**config.mk**
```make
export PLATFORM = sky130hd
export DESIGN_NAME = trap_controller
export DESIGN_NICKNAME = d
export VERILOG_FILES = /design/src/rtl/trap_controller_pkg.sv /design/src/rtl/trap_controller_csr_counters.sv /design/src/rtl/trap_controller.sv
export SDC_FILE = /design/constraint.sdc
export NUM_CORES = 1
export LEC_CHECK = 0
export BUFFER_PORTS_ARGS = -buffer_cell sky130_fd_sc_hd__buf_4
export CAP_MARGIN = 20
export CORE_AREA = 2 2 241 243
export DETAILED_ROUTE_END_ITERATION = 10
export DIE_AREA = 0 0 243 245
export GPL_TIMING_DRIVEN = 0
export SLEW_MARGIN = 25
export SYNTH_ARGS = -nofsm -noshare
export SYNTH_HDL_FRONTEND = slang
export SYNTH_SLANG_ARGS = --single-unit
```
**constraint.sdc**
```tcl
create_clock -name core_clock -period 2.2 [get_ports core_clock]
set_input_delay 0.11 -clock core_clock [delete_from_list [all_inputs] [get_ports core_clock]]
set_output_delay 0.11 -clock core_clock [all_outputs]
set_load 0.005 [all_outputs]
```
**src/rtl/trap_controller_pkg.sv**
```systemverilog
// Shared constants for the user-mode trap sequencer: FSM states, interrupt
// cause codes, ustatus/uip bit positions, utvec modes and ustatus update helpers.
package trap_controller_pkg;

   typedef enum logic [1:0] {
      ST_IDLE  = 2'd0,
      ST_TRAP  = 2'd1,
      ST_REDIR = 2'd2,
      ST_RET   = 2'd3
   } trap_state_e;

   localparam logic [4:0] IRQ_SW    = 5'd0;
   localparam logic [4:0] IRQ_TIMER = 5'd4;
   localparam logic [4:0] IRQ_EXT   = 5'd8;

   localparam int unsigned USTATUS_UIE  = 0;
   localparam int unsigned USTATUS_UPIE = 4;

   localparam int unsigned UIP_SW    = 0;
   localparam int unsigned UIP_TIMER = 4;
   localparam int unsigned UIP_EXT   = 8;

   localparam logic [1:0] UTVEC_DIRECT   = 2'b00;
   localparam logic [1:0] UTVEC_VECTORED = 2'b01;

   // Trap entry: stash UIE into UPIE and disable further interrupts.
   function automatic logic [31:0] trap_entry_ustatus(input logic [31:0] us);
      logic [31:0] r;
      r               = us;
      r[USTATUS_UPIE] = us[USTATUS_UIE];
      r[USTATUS_UIE]  = 1'b0;
      return r;
   endfunction

   function automatic logic [31:0] trap_return_ustatus(input logic [31:0] us);
      logic [31:0] r;
      r               = us;
      r[USTATUS_UIE]  = us[USTATUS_UPIE];
      r[USTATUS_UPIE] = 1'b1;
      return r;
   endfunction

endpackage

```
**src/rtl/trap_controller_csr_counters.sv**
```systemverilog
// Free-running cycle, time and instret counters feeding the read-only CSRs.
// time advances once every TIME_DIV core clocks via a local prescaler.
module trap_controller_csr_counters
   import trap_controller_pkg::*;
#(
   parameter int unsigned TIME_DIV = 50
) (
   input  logic        core_clock,
   input  logic        reset,
   input  logic        instr_retire,
   input  logic        exc_valid,
   output logic [63:0] cycles_counter,
   output logic [63:0] time_counter,
   output logic [63:0] instret_counter
);

   localparam int unsigned PRESC_W = (TIME_DIV > 1) ? $clog2(TIME_DIV) : 1;
   localparam logic [PRESC_W-1:0] PRESC_MAX = PRESC_W'(TIME_DIV - 1);

   logic [PRESC_W-1:0] presc_r;
   logic [63:0]        cycle_r;
   logic [63:0]        time_r;
   logic [63:0]        instret_r;

   // Counter and prescaler state; counters wrap naturally at 2^64.
   always_ff @(posedge core_clock) begin
      if (!reset) begin
         presc_r   <= '0;
         cycle_r   <= 64'd0;
         time_r    <= 64'd0;
         instret_r <= 64'd0;
      end else begin
         cycle_r <= cycle_r + 64'd1;
         if (presc_r == PRESC_MAX) begin
            presc_r <= '0;
            time_r  <= time_r + 64'd1;
         end else begin
            presc_r <= presc_r + PRESC_W'(1);
         end
         if (instr_retire && !exc_valid) begin
            instret_r <= instret_r + 64'd1;
         end
      end
   end

   assign cycles_counter  = cycle_r;
   assign time_counter    = time_r;
   assign instret_counter = instret_r;

endmodule

```
**src/rtl/trap_controller.sv**
```systemverilog
// User-mode trap sequencer: arbitrates exceptions, interrupts and uret, drives the
// CSR file trap-write and ustatus ports, and redirects fetch to the handler or uepc.
module trap_controller
   import trap_controller_pkg::*;
#(
   parameter int unsigned TIME_DIV    = 50,
   parameter bit          VECTORED_EN = 1'b1
) (
   input  logic        core_clock,
   input  logic        reset,
   input  logic        instr_retire,
   input  logic [31:0] instr_pc,
   input  logic [31:0] instr_next_pc,
   input  logic        exc_valid,
   input  logic [4:0]  exc_cause,
   input  logic [31:0] exc_tval,
   input  logic        uret,
   input  logic        ext_irq,
   input  logic        timer_irq,
   input  logic        sw_irq,
   input  logic [31:0] csr_ustatus,
   input  logic [31:0] csr_utvec,
   input  logic [31:0] csr_uepc,
   input  logic [31:0] csr_uie,
   output logic        trap_write,
   output logic [31:0] trap_uepc,
   output logic [31:0] trap_ucause,
   output logic [31:0] trap_utval,
   output logic        ustatus_we,
   output logic [31:0] ustatus_wdata,
   output logic [31:0] irq_pending,
   output logic        pc_redirect,
   output logic [31:0] redirect_pc,
   output logic        stall,
   output logic [63:0] cycles_counter,
   output logic [63:0] time_counter,
   output logic [63:0] instret_counter
);

   trap_state_e state_r, next_state_s;

   logic        trap_write_r,    trap_write_nxt_s;
   logic [31:0] trap_uepc_r,     trap_uepc_nxt_s;
   logic [31:0] trap_ucause_r,   trap_ucause_nxt_s;
   logic [31:0] trap_utval_r,    trap_utval_nxt_s;
   logic        ustatus_we_r,    ustatus_we_nxt_s;
   logic [31:0] ustatus_wdata_r, ustatus_wdata_nxt_s;
   logic        pc_redirect_r,   pc_redirect_nxt_s;
   logic [31:0] redirect_pc_r,   redirect_pc_nxt_s;
   logic        stall_r;
   logic [31:0] irq_pending_r;

   logic [31:0] pend_en_s;
   logic        intr_ok_s;
   logic [4:0]  irq_code_s;
   logic [31:0] vec_base_s;
   logic [31:0] vec_pc_s;

   // Enabled-interrupt selection: ext beats sw beats timer.
   always_comb begin
      pend_en_s = irq_pending_r & csr_uie;
      intr_ok_s = csr_ustatus[USTATUS_UIE] & (|pend_en_s);
      if (pend_en_s[UIP_EXT]) begin
         irq_code_s = IRQ_EXT;
      end else if (pend_en_s[UIP_SW]) begin
         irq_code_s = IRQ_SW;
      end else begin
         irq_code_s = IRQ_TIMER;
      end
   end

   // Handler target; the latched ucause tells whether the trap was an interrupt.
   always_comb begin
      vec_base_s = {csr_utvec[31:2], 2'b00};
      if (VECTORED_EN && (csr_utvec[1:0] == UTVEC_VECTORED) && trap_ucause_r[31]) begin
         vec_pc_s = vec_base_s + {25'd0, trap_ucause_r[4:0], 2'b00};
      end else begin
         vec_pc_s = vec_base_s;
      end
   end

   // Next state plus the values the output registers load at the coming edge.
   always_comb begin
      next_state_s        = state_r;
      trap_write_nxt_s    = 1'b0;
      ustatus_we_nxt_s    = 1'b0;
      pc_redirect_nxt_s   = 1'b0;
      trap_uepc_nxt_s     = trap_uepc_r;
      trap_ucause_nxt_s   = trap_ucause_r;
      trap_utval_nxt_s    = trap_utval_r;
      ustatus_wdata_nxt_s = ustatus_wdata_r;
      redirect_pc_nxt_s   = redirect_pc_r;
      case (state_r)
         ST_IDLE: begin
            if (exc_valid) begin
               next_state_s        = ST_TRAP;
               trap_write_nxt_s    = 1'b1;
               trap_uepc_nxt_s     = instr_pc;
               trap_ucause_nxt_s   = {27'd0, exc_cause};
               trap_utval_nxt_s    = exc_tval;
               ustatus_we_nxt_s    = 1'b1;
               ustatus_wdata_nxt_s = trap_entry_ustatus(csr_ustatus);
            end else if (instr_retire && intr_ok_s) begin
               next_state_s        = ST_TRAP;
               trap_write_nxt_s    = 1'b1;
               trap_uepc_nxt_s     = instr_next_pc;
               trap_ucause_nxt_s   = {1'b1, 26'd0, irq_code_s};
               trap_utval_nxt_s    = 32'd0;
               ustatus_we_nxt_s    = 1'b1;
               ustatus_wdata_nxt_s = trap_entry_ustatus(csr_ustatus);
            end else if (uret) begin
               next_state_s        = ST_RET;
               pc_redirect_nxt_s   = 1'b1;
               redirect_pc_nxt_s   = csr_uepc;
               ustatus_we_nxt_s    = 1'b1;
               ustatus_wdata_nxt_s = trap_return_ustatus(csr_ustatus);
            end else begin
               next_state_s = ST_IDLE;
            end
         end
         ST_TRAP: begin
            next_state_s      = ST_REDIR;
            pc_redirect_nxt_s = 1'b1;
            redirect_pc_nxt_s = vec_pc_s;
         end
         ST_REDIR: next_state_s = ST_IDLE;
         ST_RET:   next_state_s = ST_IDLE;
         default:  next_state_s = ST_IDLE;
      endcase
   end

   // State and output registers; outputs reflect the state entered at this edge.
   always_ff @(posedge core_clock) begin
      if (!reset) begin
         state_r         <= ST_IDLE;
         trap_write_r    <= 1'b0;
         trap_uepc_r     <= 32'd0;
         trap_ucause_r   <= 32'd0;
         trap_utval_r    <= 32'd0;
         ustatus_we_r    <= 1'b0;
         ustatus_wdata_r <= 32'd0;
         pc_redirect_r   <= 1'b0;
         redirect_pc_r   <= 32'd0;
         stall_r         <= 1'b0;
         irq_pending_r   <= 32'd0;
      end else begin
         state_r         <= next_state_s;
         trap_write_r    <= trap_write_nxt_s;
         trap_uepc_r     <= trap_uepc_nxt_s;
         trap_ucause_r   <= trap_ucause_nxt_s;
         trap_utval_r    <= trap_utval_nxt_s;
         ustatus_we_r    <= ustatus_we_nxt_s;
         ustatus_wdata_r <= ustatus_wdata_nxt_s;
         pc_redirect_r   <= pc_redirect_nxt_s;
         redirect_pc_r   <= redirect_pc_nxt_s;
         stall_r         <= (next_state_s != ST_IDLE);
         irq_pending_r   <= {23'd0, ext_irq, 3'd0, timer_irq, 3'd0, sw_irq};
      end
   end

   assign trap_write    = trap_write_r;
   assign trap_uepc     = trap_uepc_r;
   assign trap_ucause   = trap_ucause_r;
   assign trap_utval    = trap_utval_r;
   assign ustatus_we    = ustatus_we_r;
   assign ustatus_wdata = ustatus_wdata_r;
   assign pc_redirect   = pc_redirect_r;
   assign redirect_pc   = redirect_pc_r;
   assign stall         = stall_r;
   assign irq_pending   = irq_pending_r;

   trap_controller_csr_counters #(
      .TIME_DIV (TIME_DIV)
   ) u_counters (
      .core_clock      (core_clock),
      .reset           (reset),
      .instr_retire    (instr_retire),
      .exc_valid       (exc_valid),
      .cycles_counter  (cycles_counter),
      .time_counter    (time_counter),
      .instret_counter (instret_counter)
   );

endmodule

```
# Word level (Yosys, flattened, before mapping)
# Cells that the tools add are included.
# totals
regBits	396
elab_cells	76
output_inout_bits	388
input_bits	237
# op_classes
mux	28
addsub	5
n_reduce_logical	16
bitwise_logic	3
eq_ne	8
# op_table
op	n
32-bit two-way mux	13
64-bit by 1-bit adder with 64-bit output, second input constant	3
32-bit case mux with 2 select lines	1
32-bit by 7-bit adder with 32-bit output	1
32-bit bitwise AND	1
32-bit OR reduction	1
1-bit two-way mux	7
6-bit by 1-bit adder with 6-bit output, second input constant	1
6-bit equality test, second input constant	1
2-bit two-way mux	3
2-bit != test, second input constant	3
2-bit case mux with 3 select lines	1
2-bit AND reduction	3
2-bit nonzero test	3
5-bit two-way mux	1
2-bit by 1-bit equality test with 1-bit output, second input constant	2
2-bit equality test, second input constant	2
4-bit AND reduction	1
2-bit OR reduction	2
1-bit logical AND	3
3-bit two-way mux	1
3-bit nonzero test	1
2-bit zero test	1
1-bit case mux with 2 select lines	1
other kinds (3)	3

# Logic depth before layout (Yosys ltp)
# logic_depth
ltp_word	8
depth_mapped	9
ltp_nobuf	8

# Cells and area by module
# Synthesis repeated with hierarchy kept, for this count alone.
# hier_totals
hier_cells	1909
hier_area_um2	15942.8
# by_module_without_submodules
module	area_each_um2	cells_per_inst	seq_area_each_um2	n_inst
trap_controller_csr_counters	9281.4	1117	3963.8	1
trap_controller	6661.4	792	2862.7	1

# Worst setup path before layout
# No wires, ideal clock.
# synth_path
path_kind	flip-flop to flip-flop
startpoint	reg u_counters.cycle_r[28], in the netlist u_counters.cycles_counter[28]
endpoint	reg u_counters.cycle_r[49], in the netlist u_counters.cycles_counter[49]
required_time_ns	2.130
path_buffers	2
path_stages_with_launch	9
period_less_slack_ns	2.297
setup_ns	0.070
slack_ns	-0.097
arrival_time_ns	2.226
cell_sequence	dfxtp_1 -> and4_1 -> and4_1 -> buf_4 -> nand4_4 -> or4b_4 -> buf_6 -> or3_1 -> a21oi_1
# synth_via
elab_chain_len	1
# synth_rtl
item	line_no	source
start: declaration	trap_controller_csr_counters.sv:21	logic [63:0] cycle_r;
start signal: assignment	trap_controller_csr_counters.sv:33	cycle_r <= cycle_r + 64'd1;
64-bit by 1-bit adder with 64-bit output	trap_controller_csr_counters.sv:33	
# Every way passes these cells.
# A chain may end at the register's enable or synchronous reset.

# Worst setup path in the final report
# layout_path
startpoint	reg trap_ucause_r[2], in the netlist trap_ucause[2]
endpoint	reg redirect_pc_r[30], in the netlist redirect_pc[30]
# layout_via
elab_chain_len	3
# layout_rtl
item	line_no	source
start: declaration	trap_controller.sv:44	logic [31:0] trap_ucause_r, trap_ucause_nxt_s;
start signal: assignment	trap_controller.sv:150	trap_ucause_r <= trap_ucause_nxt_s;
32-bit by 7-bit adder with 32-bit output	trap_controller.sv:76	vec_pc_s = vec_base_s + {25'd0, trap_ucause_r[4:0], 2'b00};
32-bit two-way mux	trap_controller.sv:75	if (VECTORED_EN && (csr_utvec[1:0] == UTVEC_VECTORED) && trap_ucause_r[31]) begin
32-bit case mux with 2 select lines	trap_controller.sv:93	case (state_r)
end signal: assignment	trap_controller.sv:155	redirect_pc_r <= redirect_pc_nxt_s;
end: declaration	trap_controller.sv:49	logic [31:0] redirect_pc_r, redirect_pc_nxt_s;
# Every way passes these cells.

==> impl_metrics.env <==
export IMPL_clock_root_buffer="clkbuf_16"
export IMPL_hold_viol_final=0
export IMPL_slew_headroom_pct=28.27
export IMPL_intPower_mw=11.84
export IMPL_r2r_end="redirect_pc[30]"
export IMPL_hold_path_end="trap_uepc[5]"
export IMPL_ys_types=61
export IMPL_synth_area_sq_um=15480
export IMPL_antenna_found_initial=3
export IMPL_grt_pass1_wl_um=101900
export IMPL_drt_total_wl_um=69710
export IMPL_finalClockSkew_ns=0.02463
export IMPL_crit_chain="ha_4 -> a211o_1 -> a21oi_4 -> buf_12 -> or3_4 -> nor3_4 -> xnor2_2 -> a2111oi_4"
export IMPL_pwr_share_seq_pct=41.4
export IMPL_dpl_worst_slack_ns=-0.9614
export IMPL_tritoncts_num_buffers=40
export IMPL_rows=88
export IMPL_drt_pass1_iterations=6
export IMPL_place_gp_congestion=0.9191
export IMPL_drc=0
export IMPL_fmax_ghz=0.4103
export IMPL_drv_slew=0
export IMPL_p_clk_share_pct=42.9
export IMPL_syn_area_per_cell_sq_um=8.358
export IMPL_whs_path_depth=3
export IMPL_synth_seq_area_share_pct=44.10
export IMPL_async_flop_share_pct=0
export IMPL_cp_slowest_stage_delay_ns=0.43
export IMPL_die_h_um=245
export IMPL_ys_ff_latch=341
export IMPL_areaGrowthSynthToFinish_pct=64.54
export IMPL_grt_overflow=0
export IMPL_pwr_density_cell_nw_per_um2=628.7
export IMPL_grt_pass1_vias=16859
export IMPL_start_util_pct=27.14
export IMPL_rsz0062_at_grt="true"
export IMPL_clock_latency_ns=0.55
export IMPL_min_from="instr_pc[5]"
export IMPL_dieArea_sq_um=59540
export IMPL_ant_nets=0
export IMPL_grt_max_degree=13
export IMPL_grt_total_usage_pct=22.16
export IMPL_yosysTopAreaCell="dfxtp_1"
export IMPL_worstSetupEndpointType="register"
export IMPL_worst_ep_required_time_ns=2.64
export IMPL_worst_slew_pin_transition_ns=1.076
export IMPL_layout_drive_gt1_share_pct=33.03
export IMPL_syn_inst=1852
export IMPL_synth_edf_count=0
export IMPL_vias=17239
export IMPL_startpoint_type="register"
export IMPL_postLayoutSetupSlackWorst_ns=-0.2370
export IMPL_power_leakage_nw=10.60
export IMPL_setup_viol=14
export IMPL_p_comb_share_pct=15.7
export IMPL_crit_type="register to register"
export IMPL_cts_sinks=341
export IMPL_placed_cell_area_sq_um=20700
export IMPL_synth_warnings=0
export IMPL_arrival_ns=2.87
export IMPL_worst_r2r_setup_slack_ns=-0.24
export IMPL_drv_cap=0
export IMPL_timing_final_crit_share_pct=110.8
export IMPL_ios=625
export IMPL_mostFrequentLayoutCells="buf_4 (656), dfxtp_1 (307), nor2_1 (257)"
export IMPL_peakVddDrop_mv=0.4880
export IMPL_initialDrtViolationCount=1022
export IMPL_clk_pin_slew_worst_paths_ns=0.06
export IMPL_htreeDepth=2
export IMPL_hold_class="input port to register"
export IMPL_dp_hpwl_um=52530
export IMPL_finalCriticalPeriod_ns=2.437
export IMPL_p_sw_mw=4.168
export IMPL_post_synth_top_area_fraction_pct=44.10
export IMPL_synth_area_leaders="dfxtp_1 (44%), nor2_1 (6.4%), xnor2_1 (5.7%)"
export IMPL_synth_ff_type="dfxtp_1"
export IMPL_viasPerCell=4.879
export IMPL_rr_worst_depth=8
export IMPL_clockBufferDepth=3
export IMPL_swShare_pct=26.03
export IMPL_core_area_sq_um=57030
export IMPL_fin_area_sq_um=25470
export IMPL_layout_nets=2992
export IMPL_violations="negative setup slack"
export IMPL_final_common_cell="buf_4"
export IMPL_die_w_um=243
export IMPL_r2r_start="trap_ucause[2]"
export IMPL_outcome="complete, but fails checks"
export IMPL_portBuffers=539
export IMPL_slowest_stage="or3_4"
export IMPL_cts_tree="yes"
export IMPL_worst_path_max_fanout=5
export IMPL_wire_per_inst_um=19.73
## cells by family (layout without fill, tap and decap cells)
kind of cell / after synthesis / after routing / synth area share, %
simple gates: 825 / 825 / 25.86
flops: 341 / 341 / 44.10
compound gates: 286 / 286 / 11.50
buf+inv: 189 / 1050 / 5.997
xor+xnor: 160 / 160 / 9.053
mux: 39 / 39 / 2.530
fa+ha+maj: 11 / 11 / 0.9376
other cells: 1 / 56 / 0.02423
## cells in the mapped netlist (38+ instances only)
| master | n |
|---|---|
| nor3_1 | 53 |
| o21ai_0 | 64 |
| xor2_1 | 59 |
| nand2_1 | 174 |
| dfxtp_1 | 341 |
| buf_4 | 56 |
| or3_1 | 52 |
| a21oi_1 | 95 |
| clkbuf_1 | 82 |
| inv_1 | 39 |
| xnor2_1 | 101 |
| nand3_1 | 89 |
| nor2_1 | 265 |
| nand4_1 | 56 |
| nor4_1 | 43 |
| mux2i_1 | 38 |
| a211oi_1 | 38 |
## layout make-up
class / count / area (sq um)
clock inverters: 7 / 110.1
fillers: 5501 / 31560
plain buffers: 146 / 873.3
inverters: 40 / 150.1
flip-flops and latches: 341 / 6892
repair buffers: 799 / 6514
clock buffers: 58 / 1220
multi-input cells: 1376 / 8752
well taps: 765 / 957.2
diodes: 1 / 2.502
## through the flow
| stage | hold WS, ns | instances | util (%) | setup TNS [ns] | total power, mW |
|---|---|---|---|---|---|
| final | 0.02227 | 3533 | 44.66 | -1.112 | 16.01 |
| after CTS | 0.004705 | 3511 | 43.43 | -1.070 | 16.04 |
| after floorplan | 0.2373 | 1906 | - | 0 | 7.558 |
| after detailed placement | 0.3319 | 3210 | 36.30 | -89.00 | 8.795 |
| after global placement | 0.3318 | 3210 | 36.28 | -85.13 | 8.764 |
| after global routing | 0.03444 | 3533 | 44.66 | -3.680 | 16.57 |
## registers in the layout (all words and copies together) (netlist names), 2 cells and up
name / count
state_r: 2
u_counters.cycles_counter: 64
u_counters.instret_counter: 64
redirect_pc: 32
ustatus_wdata: 32
trap_uepc: 32
trap_ucause: 6
u_counters.presc_r: 6
trap_utval: 32
u_counters.time_counter: 64
irq_pending: 3
## power groups by stage
| stage | clock network (mW) | logic, mW | registers (mW) |
|---|---|---|---|
| finish | 6.86 | 2.52 | 6.63 |
| detailed placement | 0 | 2.04 | 6.76 |
| floorplan | 0 | 0.829 | 6.73 |
| global placement | 0 | 2.01 | 6.75 |
| CTS | 6.99 | 2.42 | 6.62 |
| global route | 7.24 | 2.68 | 6.65 |
## worst max-delay path by stage
stage | endpoint | slack, ns | cells past startpoint | start
floorplan | redirect_pc[30] | 0.0004 | 8 | trap_ucause[0]
global placement | u_counters.instret_counter[60] | -0.89 | 8 | u_counters.instret_counter[0]
detailed placement | u_counters.instret_counter[60] | -0.96 | 8 | u_counters.instret_counter[0]
CTS | redirect_pc[14] | -0.14 | 9 | trap_ucause[0]
global route | redirect_pc[30] | -0.31 | 9 | trap_ucause[0]
finish | redirect_pc[30] | -0.24 | 8 | trap_ucause[2]
## critical path, delay by kind of cell, from the launching register on
family | cells | cell delay, ns
flops | 1 | 0.38
buf+inv | 1 | 0.13
compound gates | 3 | 0.64
simple gates | 2 | 0.70
fa+ha+maj | 1 | 0.33
xor+xnor | 1 | 0.13
## metal layers
layer / global-route usage, % / wire length, um / vias to the layer above / part of all wire [%]
li1: - / - / 8192 / -
met1: 24.82 / 26020 / 8199 / 37
met2: 38.39 / 33900 / 690 / 49
met3: 5.325 / 5309 / 156 / 7.6
met4: 12.94 / 4460 / 2 / 6.4
met5: 0 / 13 / - / 0.019
## timing repair
| action | in CTS | in global routing |
|---|---|---|
| setup endpoints to repair | 247 | 198 |
| endpoints found under the hold margin | 138 | 0 |
| buffers inserted | 44 | 20 |
| cloned | 1 | 1 |
| pin swaps | 56 | 39 |
| hold buffers | 194 | 0 |
| gates resized for setup | 120 | 173 |
(Power assumes the default switching activity.)
